<file path="src/rtl/forward_hazard_unit_if.sv">
// ---------------------------------------------------------------------------
// forward_hazard_unit_if
//   Bundle of pipeline-side signals exchanged with the forwarding/hazard unit.
//   master : pipeline side. It drives the register addresses and control bits
//            and receives the bypass selects and stall/flush controls.
//   slave  : forwarding/hazard unit side.
//   Ports (slave view):
//     in  Rs_ID, Rt_ID, UsesRt_ID                   ID-stage sources
//     in  Rs_EX, Rt_EX                              EX-stage sources
//     in  RegWrite_EX, MemRead_EX, WriteRegAddress_EX
//     in  RegWrite_MEM, MemRead_MEM, WriteRegAddress_MEM
//     in  MemReq_MEM, MemReady_MEM                  data-memory handshake
//     in  RegWrite_WB, WriteRegAddress_WB
//     out ReadData1Sel_ID, ReadData2Sel_ID          0=regfile, 1=WB data
//     out ReadData1Sel_EX, ReadData2Sel_EX          0=ID/EX, 1=MEM, 2=WB
//     out Stall_Front, Stall_Back, Flush_EX, Bubble_WB
//     out StallCycles, MemTimeout
// ---------------------------------------------------------------------------
interface forward_hazard_unit_if #(
    parameter int ADDR_W = 5,
    parameter int CNT_W  = 16
);
    logic [ADDR_W-1:0] Rs_ID;
    logic [ADDR_W-1:0] Rt_ID;
    logic              UsesRt_ID;
    logic [ADDR_W-1:0] Rs_EX;
    logic [ADDR_W-1:0] Rt_EX;
    logic              RegWrite_EX;
    logic              MemRead_EX;
    logic [ADDR_W-1:0] WriteRegAddress_EX;
    logic              RegWrite_MEM;
    logic              MemRead_MEM;
    logic [ADDR_W-1:0] WriteRegAddress_MEM;
    logic              MemReq_MEM;
    logic              MemReady_MEM;
    logic              RegWrite_WB;
    logic [ADDR_W-1:0] WriteRegAddress_WB;

    logic              ReadData1Sel_ID;
    logic              ReadData2Sel_ID;
    logic [1:0]        ReadData1Sel_EX;
    logic [1:0]        ReadData2Sel_EX;
    logic              Stall_Front;
    logic              Stall_Back;
    logic              Flush_EX;
    logic              Bubble_WB;
    logic [CNT_W-1:0]  StallCycles;
    logic              MemTimeout;

    modport master (
        output Rs_ID, Rt_ID, UsesRt_ID, Rs_EX, Rt_EX,
               RegWrite_EX, MemRead_EX, WriteRegAddress_EX,
               RegWrite_MEM, MemRead_MEM, WriteRegAddress_MEM,
               MemReq_MEM, MemReady_MEM, RegWrite_WB, WriteRegAddress_WB,
        input  ReadData1Sel_ID, ReadData2Sel_ID, ReadData1Sel_EX, ReadData2Sel_EX,
               Stall_Front, Stall_Back, Flush_EX, Bubble_WB, StallCycles, MemTimeout
    );

    modport slave (
        input  Rs_ID, Rt_ID, UsesRt_ID, Rs_EX, Rt_EX,
               RegWrite_EX, MemRead_EX, WriteRegAddress_EX,
               RegWrite_MEM, MemRead_MEM, WriteRegAddress_MEM,
               MemReq_MEM, MemReady_MEM, RegWrite_WB, WriteRegAddress_WB,
        output ReadData1Sel_ID, ReadData2Sel_ID, ReadData1Sel_EX, ReadData2Sel_EX,
               Stall_Front, Stall_Back, Flush_EX, Bubble_WB, StallCycles, MemTimeout
    );
endinterface

</file>
<file path="src/rtl/forward_hazard_unit.sv">
// ---------------------------------------------------------------------------
// forward_hazard_unit
//   Forwarding and hazard control for a 5-stage MIPS pipeline.
//   - ID/EX operand bypass selects, with optional register-0 suppression.
//   - Load-use detection that inserts LOAD_USE_BUBBLES bubbles (1..3).
//   - Whole-pipeline freeze while data memory is not ready.
//   - Saturating stall-cycle counter and sticky memory-timeout flag.
//   Ports:
//     Clk    in  clock, rising edge
//     Reset  in  synchronous, active-high reset
//     hz     forward_hazard_unit_if.slave (ADDR_W/CNT_W must match this module)
// ---------------------------------------------------------------------------
module forward_hazard_unit #(
    parameter int ADDR_W           = 5,
    parameter int LOAD_USE_BUBBLES = 1,
    parameter int ZERO_REG_EN      = 1,
    parameter int MEM_TIMEOUT      = 64,
    parameter int CNT_W            = 16
) (
    input logic                  Clk,
    input logic                  Reset,
    forward_hazard_unit_if.slave hz
);
    localparam int              TO_W         = $clog2(MEM_TIMEOUT + 1);
    localparam logic [1:0]      BUBBLES_LEFT = 2'(LOAD_USE_BUBBLES - 1);
    localparam logic [TO_W-1:0] TO_LAST      = TO_W'(MEM_TIMEOUT - 1);
    localparam logic [TO_W-1:0] TO_SAT       = TO_W'(MEM_TIMEOUT);

    typedef enum logic {RUN, BUBBLE} hazState_t;

    hazState_t         state;
    logic [1:0]        remaining;      // bubbles still owed after the current one
    logic [CNT_W-1:0]  stallCycles;
    logic [TO_W-1:0]   memStallRun;    // consecutive memory-stall cycles, saturating
    logic              memTimeout;

    logic              memStall;
    logic              loadUse;
    logic              flush;
    logic              stallFront;
    logic              stallBack;
    logic              bubbleWb;
    logic [1:0]        sel1Ex;
    logic [1:0]        sel2Ex;
    logic              sel1Id;
    logic              sel2Id;

    function automatic logic isMatch(input logic [ADDR_W-1:0] a,
                                     input logic [ADDR_W-1:0] w,
                                     input logic              we);
        return we && (a == w) && !((ZERO_REG_EN != 0) && (a == '0));
    endfunction

    always_comb begin
        // NOTE: every signal gets a default before any condition, so no path
        // leaves it unassigned and no latch is inferred.
        sel1Ex     = 2'd0;
        sel2Ex     = 2'd0;
        sel1Id     = 1'b0;
        sel2Id     = 1'b0;
        flush      = 1'b0;
        stallFront = 1'b0;
        stallBack  = 1'b0;
        bubbleWb   = 1'b0;

        memStall = hz.MemReq_MEM & ~hz.MemReady_MEM;
        loadUse  = hz.MemRead_EX &
                   (isMatch(hz.Rs_ID, hz.WriteRegAddress_EX, hz.RegWrite_EX) |
                    (hz.UsesRt_ID & isMatch(hz.Rt_ID, hz.WriteRegAddress_EX, hz.RegWrite_EX)));

        if (!Reset) begin
            // A load sitting in MEM has no result yet, so it never wins the
            // MEM bypass; the selection falls through to WB or the latch.
            if (isMatch(hz.Rs_EX, hz.WriteRegAddress_MEM, hz.RegWrite_MEM) && !hz.MemRead_MEM)
                sel1Ex = 2'd1;
            else if (isMatch(hz.Rs_EX, hz.WriteRegAddress_WB, hz.RegWrite_WB))
                sel1Ex = 2'd2;

            if (isMatch(hz.Rt_EX, hz.WriteRegAddress_MEM, hz.RegWrite_MEM) && !hz.MemRead_MEM)
                sel2Ex = 2'd1;
            else if (isMatch(hz.Rt_EX, hz.WriteRegAddress_WB, hz.RegWrite_WB))
                sel2Ex = 2'd2;

            sel1Id = isMatch(hz.Rs_ID, hz.WriteRegAddress_WB, hz.RegWrite_WB);
            sel2Id = isMatch(hz.Rt_ID, hz.WriteRegAddress_WB, hz.RegWrite_WB);

            // Memory freeze outranks bubble insertion; in BUBBLE the pending
            // hazard is already being served, so LoadUse is not consulted.
            flush      = !memStall && ((state == BUBBLE) || loadUse);
            stallBack  = memStall;
            bubbleWb   = memStall;
            stallFront = memStall | flush;
        end
    end

    always_ff @(posedge Clk) begin
        // NOTE: registers use non-blocking assignments so every flop samples
        // the pre-edge values and the block order does not matter.
        if (Reset) begin
            state       <= RUN;
            remaining   <= 2'd0;
            stallCycles <= '0;
            memStallRun <= '0;
            memTimeout  <= 1'b0;
        end else begin
            case (state)
                RUN: begin
                    if (!memStall && loadUse && (LOAD_USE_BUBBLES > 1)) begin
                        state     <= BUBBLE;
                        remaining <= BUBBLES_LEFT;
                    end
                end
                BUBBLE: begin
                    if (!memStall) begin
                        remaining <= remaining - 2'd1;
                        if (remaining == 2'd1)
                            state <= RUN;
                    end
                end
                default: state <= RUN;
            endcase

            if ((stallFront || stallBack) && (stallCycles != '1))
                stallCycles <= stallCycles + 1'b1;

            if (memStall) begin
                if (memStallRun != TO_SAT)
                    memStallRun <= memStallRun + 1'b1;
                if (memStallRun == TO_LAST)
                    memTimeout <= 1'b1;
            end else begin
                memStallRun <= '0;
            end
        end
    end

    assign hz.ReadData1Sel_EX = sel1Ex;
    assign hz.ReadData2Sel_EX = sel2Ex;
    assign hz.ReadData1Sel_ID = sel1Id;
    assign hz.ReadData2Sel_ID = sel2Id;
    assign hz.Flush_EX        = flush;
    assign hz.Stall_Front     = stallFront;
    assign hz.Stall_Back      = stallBack;
    assign hz.Bubble_WB       = bubbleWb;
    assign hz.StallCycles     = stallCycles;
    assign hz.MemTimeout      = memTimeout;
endmodule

</file>
<file path="src/flat_wrapper.sv">
// flat-port wrapper written by rule: the top's interface ports become plain ports
module forward_hazard_unit_flat 
#(
    parameter int ADDR_W           = 5,
    parameter int LOAD_USE_BUBBLES = 1,
    parameter int ZERO_REG_EN      = 1,
    parameter int MEM_TIMEOUT      = 64,
    parameter int CNT_W            = 16
)
  (Clk, Reset, hz_Rs_ID, hz_Rt_ID, hz_UsesRt_ID, hz_Rs_EX, hz_Rt_EX, hz_RegWrite_EX, hz_MemRead_EX, hz_WriteRegAddress_EX, hz_RegWrite_MEM, hz_MemRead_MEM, hz_WriteRegAddress_MEM, hz_MemReq_MEM, hz_MemReady_MEM, hz_RegWrite_WB, hz_WriteRegAddress_WB, hz_ReadData1Sel_ID, hz_ReadData2Sel_ID, hz_ReadData1Sel_EX, hz_ReadData2Sel_EX, hz_Stall_Front, hz_Stall_Back, hz_Flush_EX, hz_Bubble_WB, hz_StallCycles, hz_MemTimeout);
  forward_hazard_unit_if #(.ADDR_W(ADDR_W), .CNT_W(CNT_W)) hz_i ();
  input logic Clk;
  input logic Reset;
  input wire logic [$bits(hz_i.Rs_ID)-1:0] hz_Rs_ID;
  input wire logic [$bits(hz_i.Rt_ID)-1:0] hz_Rt_ID;
  input wire logic [$bits(hz_i.UsesRt_ID)-1:0] hz_UsesRt_ID;
  input wire logic [$bits(hz_i.Rs_EX)-1:0] hz_Rs_EX;
  input wire logic [$bits(hz_i.Rt_EX)-1:0] hz_Rt_EX;
  input wire logic [$bits(hz_i.RegWrite_EX)-1:0] hz_RegWrite_EX;
  input wire logic [$bits(hz_i.MemRead_EX)-1:0] hz_MemRead_EX;
  input wire logic [$bits(hz_i.WriteRegAddress_EX)-1:0] hz_WriteRegAddress_EX;
  input wire logic [$bits(hz_i.RegWrite_MEM)-1:0] hz_RegWrite_MEM;
  input wire logic [$bits(hz_i.MemRead_MEM)-1:0] hz_MemRead_MEM;
  input wire logic [$bits(hz_i.WriteRegAddress_MEM)-1:0] hz_WriteRegAddress_MEM;
  input wire logic [$bits(hz_i.MemReq_MEM)-1:0] hz_MemReq_MEM;
  input wire logic [$bits(hz_i.MemReady_MEM)-1:0] hz_MemReady_MEM;
  input wire logic [$bits(hz_i.RegWrite_WB)-1:0] hz_RegWrite_WB;
  input wire logic [$bits(hz_i.WriteRegAddress_WB)-1:0] hz_WriteRegAddress_WB;
  output wire logic [$bits(hz_i.ReadData1Sel_ID)-1:0] hz_ReadData1Sel_ID;
  output wire logic [$bits(hz_i.ReadData2Sel_ID)-1:0] hz_ReadData2Sel_ID;
  output wire logic [$bits(hz_i.ReadData1Sel_EX)-1:0] hz_ReadData1Sel_EX;
  output wire logic [$bits(hz_i.ReadData2Sel_EX)-1:0] hz_ReadData2Sel_EX;
  output wire logic [$bits(hz_i.Stall_Front)-1:0] hz_Stall_Front;
  output wire logic [$bits(hz_i.Stall_Back)-1:0] hz_Stall_Back;
  output wire logic [$bits(hz_i.Flush_EX)-1:0] hz_Flush_EX;
  output wire logic [$bits(hz_i.Bubble_WB)-1:0] hz_Bubble_WB;
  output wire logic [$bits(hz_i.StallCycles)-1:0] hz_StallCycles;
  output wire logic [$bits(hz_i.MemTimeout)-1:0] hz_MemTimeout;
  assign hz_i.Rs_ID = hz_Rs_ID;
  assign hz_i.Rt_ID = hz_Rt_ID;
  assign hz_i.UsesRt_ID = hz_UsesRt_ID;
  assign hz_i.Rs_EX = hz_Rs_EX;
  assign hz_i.Rt_EX = hz_Rt_EX;
  assign hz_i.RegWrite_EX = hz_RegWrite_EX;
  assign hz_i.MemRead_EX = hz_MemRead_EX;
  assign hz_i.WriteRegAddress_EX = hz_WriteRegAddress_EX;
  assign hz_i.RegWrite_MEM = hz_RegWrite_MEM;
  assign hz_i.MemRead_MEM = hz_MemRead_MEM;
  assign hz_i.WriteRegAddress_MEM = hz_WriteRegAddress_MEM;
  assign hz_i.MemReq_MEM = hz_MemReq_MEM;
  assign hz_i.MemReady_MEM = hz_MemReady_MEM;
  assign hz_i.RegWrite_WB = hz_RegWrite_WB;
  assign hz_i.WriteRegAddress_WB = hz_WriteRegAddress_WB;
  assign hz_ReadData1Sel_ID = hz_i.ReadData1Sel_ID;
  assign hz_ReadData2Sel_ID = hz_i.ReadData2Sel_ID;
  assign hz_ReadData1Sel_EX = hz_i.ReadData1Sel_EX;
  assign hz_ReadData2Sel_EX = hz_i.ReadData2Sel_EX;
  assign hz_Stall_Front = hz_i.Stall_Front;
  assign hz_Stall_Back = hz_i.Stall_Back;
  assign hz_Flush_EX = hz_i.Flush_EX;
  assign hz_Bubble_WB = hz_i.Bubble_WB;
  assign hz_StallCycles = hz_i.StallCycles;
  assign hz_MemTimeout = hz_i.MemTimeout;
  forward_hazard_unit #(.ADDR_W(ADDR_W), .LOAD_USE_BUBBLES(LOAD_USE_BUBBLES), .ZERO_REG_EN(ZERO_REG_EN), .MEM_TIMEOUT(MEM_TIMEOUT), .CNT_W(CNT_W)) u_core (.Clk(Clk), .Reset(Reset), .hz(hz_i));
endmodule
</file>
<file path="config.mk">
export PLATFORM = sky130hd
export DESIGN_NAME = forward_hazard_unit_flat
export DESIGN_NICKNAME = d
export VERILOG_FILES = /design/src/rtl/forward_hazard_unit_if.sv /design/src/rtl/forward_hazard_unit.sv /design/src/flat_wrapper.sv
export SDC_FILE = /design/constraint.sdc
export NUM_CORES = 1
export LEC_CHECK = 0
export CAP_MARGIN = 20
export CORE_MARGIN = 10
export CORE_UTILIZATION = 39
export CTS_CLUSTER_SIZE = 30
export DETAILED_ROUTE_END_ITERATION = 7
export PLACE_DENSITY_LB_ADDON = 0.12
export REMOVE_ABC_BUFFERS = 1
export SLEW_MARGIN = 25
export SYNTH_ARGS = -nofsm -noshare
export SYNTH_HDL_FRONTEND = slang
export SYNTH_SLANG_ARGS = --single-unit
</file>
<file path="constraint.sdc">
create_clock -name Clk -period 1.8 [get_ports Clk]
set_clock_uncertainty 0.05 [all_clocks]
set_input_delay 0.27 -clock Clk [delete_from_list [all_inputs] [get_ports Clk]]
set_output_delay 0.27 -clock Clk [all_outputs]
set_load 0.02 [all_outputs]
</file>
==> results list <==
* First-pass GRT wire length: 10,700 um
- Ports placed on the boundary: 72
* Die ar.: 8100 um^2
- Total power divided by cell area: 385 nW/um^2
- FFs w/ async S/R, synth: 0%
- The critical path is of the in -> out type.
- TritonCTS clock tree: done
- Multi-input gate area: 1580 um^2
- Worst Path Buf+Inv: 3
- Final worst path period share: 104%
- Global-route usage over all layers: 15.4%
- The worst pin sits at a relative slew slack of 81.0%.
* DP Cell Count: 422
* Number of clock sinks: 27
* Die X-Extent: 90.0 um
* Max Clk Rate: 534 MHz
* Number of global-route vias before repair: 2,347
- Dpl hpwl: 4820 um
- The top cell types in the final layout, fill and taps aside, are 65 x buf_4, 27 x buf_6, 25 x xnor2_1.
- Area growth from synthesis to final layout: 87.8%
- In this run, synthesis produced a sequential element count of 27.
- Entering global routing, the biggest net connects 19 pins.
* Number of max-slew violations in the final report: 0
- Hold buffer count at cts: 0
- Counting along the longest clock path gives a buffer depth of 2.
- For this run, the detailed router's first-pass iteration total came to 4.
- Worst IR drop on VDD: 0.223 mV
- Final-layout worst hold slack: 0.410 ns
* Outcome: finished with violations
- In this run the number of H-tree levels came out at 1.
- Startpoint class of the critical path: primary input
- GR Overflow Total: 0
- Counting distinct cell types in the post-synthesis netlist gives 42.
* Sequential-to-total area share from yosys stat: 28.3%
- WP data arrival: 1.55 ns
- Per-instance average area after synthesis: 8.46 um^2
- Drt total wl: 6860 um
- Largest driver fanout on the critical path: 2
* Fill cell count: 331
- Highest-delay cell along the critical path: or4_4
* Non-filler instance count after layout: 435
- Classification of the worst-slack hold path: reg -> reg
* Number of failing hold endpoints at the final stage: 0
* Cells after Synth: 226
- Ranked by total cell area, the synthesized netlist is headed by dfxtp_1 28%, xnor2_1 16%, xor2_1 5.5%, nand3_1 3.9%, nor2_1 3.9%.
- At the worst endpoint, the required time is 1.48 ns.
* Cell type with the highest occurrence count on the critical path: buf_6
- The most used flip-flop cell after synthesis is dfxtp_1.
* Flop-to-flop setup slack: 0.03 ns
- Setup violations remaining at the end of the flow were counted as 5.
* Clock slew seen by the registers of the worst setup and hold paths: 0.09 ns
- CP peak stage delay: 0.53 ns
- Once the floorplan was initialized, standard cells occupied 40.5% of the core.
* Mean routed wirelength per cell: 15.8 um
- Iteration-0 DRC Markers: 99
- The core region is 4720 um^2.
* Endpoint type of the worst setup path: primary output
- Counting flops with a built-in enable in the synthesized netlist gives 0.
- Number of antenna violations at the first check in global routing: 0
- Proportion of netlist area held by the largest area contributor: 28.3%
- Walking the worst path, the cells encountered are buf_6 -> buf_6 -> xnor2_2 -> nand4_1 -> or4_4 -> nor4b_4 -> buf_4.
- Detailed-route vias per instance: 5.10
* RSZ-0062 raised after global routing: true
* Actual transition at the worst max-transition pin: 0.282 ns
* Worst slack at placement: -0.971 ns
- The checks that failed: negative setup slack.
- Clock latency at the later pin of the worst-skew pair: 0.28 ns
- Antenna diode count: 0
- The routed layout has 2,218 vias.
- Buffers inserted during clock tree synthesis total 3.
- For the finished layout, the period the worst path requires is 1.87 ns.
- Among cell families on the critical path, the largest total delay comes from simple AND/OR/NAND/NOR gates.
- Static leakage: 1.52 nW
- Summing all flip-flop and latch instances after layout gives 547 um^2.
- Summing every instance area after synthesis gives 1910 um^2.
- Number of buffers added on ports: 71
* Number of max-cap violations: 0
- GP Congestion: 0.808
- After layout, the worst setup slack is -0.0736 ns.
- Of the cells placed in the final design, the portion with a size suffix greater than 1 is 49.2%.
- The tree is rooted in a clkbuf_8.
- DRC errors left: 0
* Number of nets with antenna violations after detailed routing: 0
- Total Nets Final: 418
* Num rows: 25
- Number of synthesis warnings: 0
* Commonest non-fill, non-tap cell in the layout: buf_4
* Die H: 90.0 um
* Largest area contributor in the netlist: dfxtp_1
-- cell families after synthesis --
kind of cell	count (synthesis)	share of synthesized area [%]
AOI/OAI and AO/OA	38	15.3
xor gates and xnor gates	49	22.8
adders and majority gates	4	2.62
buffers and inverters	17	4.38
DFF	27	28.3
muxes	1	0.524
and+or+nand+nor	90	26.0
-- through the flow --
stage | util [%] | TNS, ns | cell area (um^2) | power, mW
after floorplan | - | -1.55 | 1850 | 0.742
after global placement | 66.9 | -15.92 | 3160 | 0.974
after detailed placement | 66.9 | -16.76 | 3160 | 0.980
after CTS | 72.4 | -0.270 | 3420 | 1.35
after global routing | 76.0 | -0.879 | 3590 | 1.43
final | 76.0 | -0.225 | 3590 | 1.38
-- power by group --
group / internal [mW] / switching, mW
clock network: 0.159 / 0.193
registers: 0.599 / 0.00292
logic: 0.246 / 0.181
-- tightest hold or removal path, stage by stage (launching register included) --
cell and delay (ns):
dfxtp_1 0.32, nand2_1 0.05, a21oi_1 0.05
-- state kept, by name (all words and copies together), names as in the netlist --
name,count
u_core.hz.MemTimeout,1
u_core.hz.StallCycles,16
u_core.state,1
u_core.memStallRun,7
u_core.remaining,2
-- routing by layer --
layer | track usage (%) | part of all wire [%]
met5 | 0 | 0
met4 | 5.57 | 1.5
met3 | 4.99 | 6.5
met2 | 28.0 | 53
met1 | 16.2 | 39
-- final timing paths --
kind | start | end | depth (start not counted)
worst max register to register | u_core.hz.StallCycles[0] | u_core.hz.StallCycles[12] | 8
worst max-delay path | hz_WriteRegAddress_MEM[2] | hz_ReadData1Sel_EX[1] | 7
worst min-delay path | u_core.remaining[1] | u_core.remaining[1] | 2
worst min register to register | u_core.remaining[1] | u_core.remaining[1] | 2
-- final cells by class --
cell class,count,area share [%]
tap,67,2.34
sequential,27,15.2
multi-input combinational,182,44.0
inverter,7,0.732
clock buffer,4,1.25
timing repair buffer,148,36.5
-- cells in the mapped netlist, types with 4 or more instances --
| library cell | instances |
|---|---|
| xnor2_1 | 36 |
| dfxtp_1 | 27 |
| nor2_1 | 20 |
| nand3_1 | 15 |
| xor2_1 | 12 |
| nand2_1 | 11 |
| nand4_1 | 11 |
| a21oi_1 | 9 |
| or4_1 | 8 |
| inv_1 | 6 |
| a21oi_2 | 5 |
| clkbuf_1 | 5 |
| o21ai_2 | 5 |
| o31ai_1 | 5 |
| and3_1 | 4 |
| ha_1 | 4 |
| nor4_1 | 4 |
-- what timing repair did --
action / CTS / global route
resized for setup: 216 / 59
setup buffers: 7 / 3
cloned: 0 / 0
setup endpoints to repair: 26 / 26
pin swaps: 31 / 36
No activity file was read; power rests on OpenSTA's default activity.
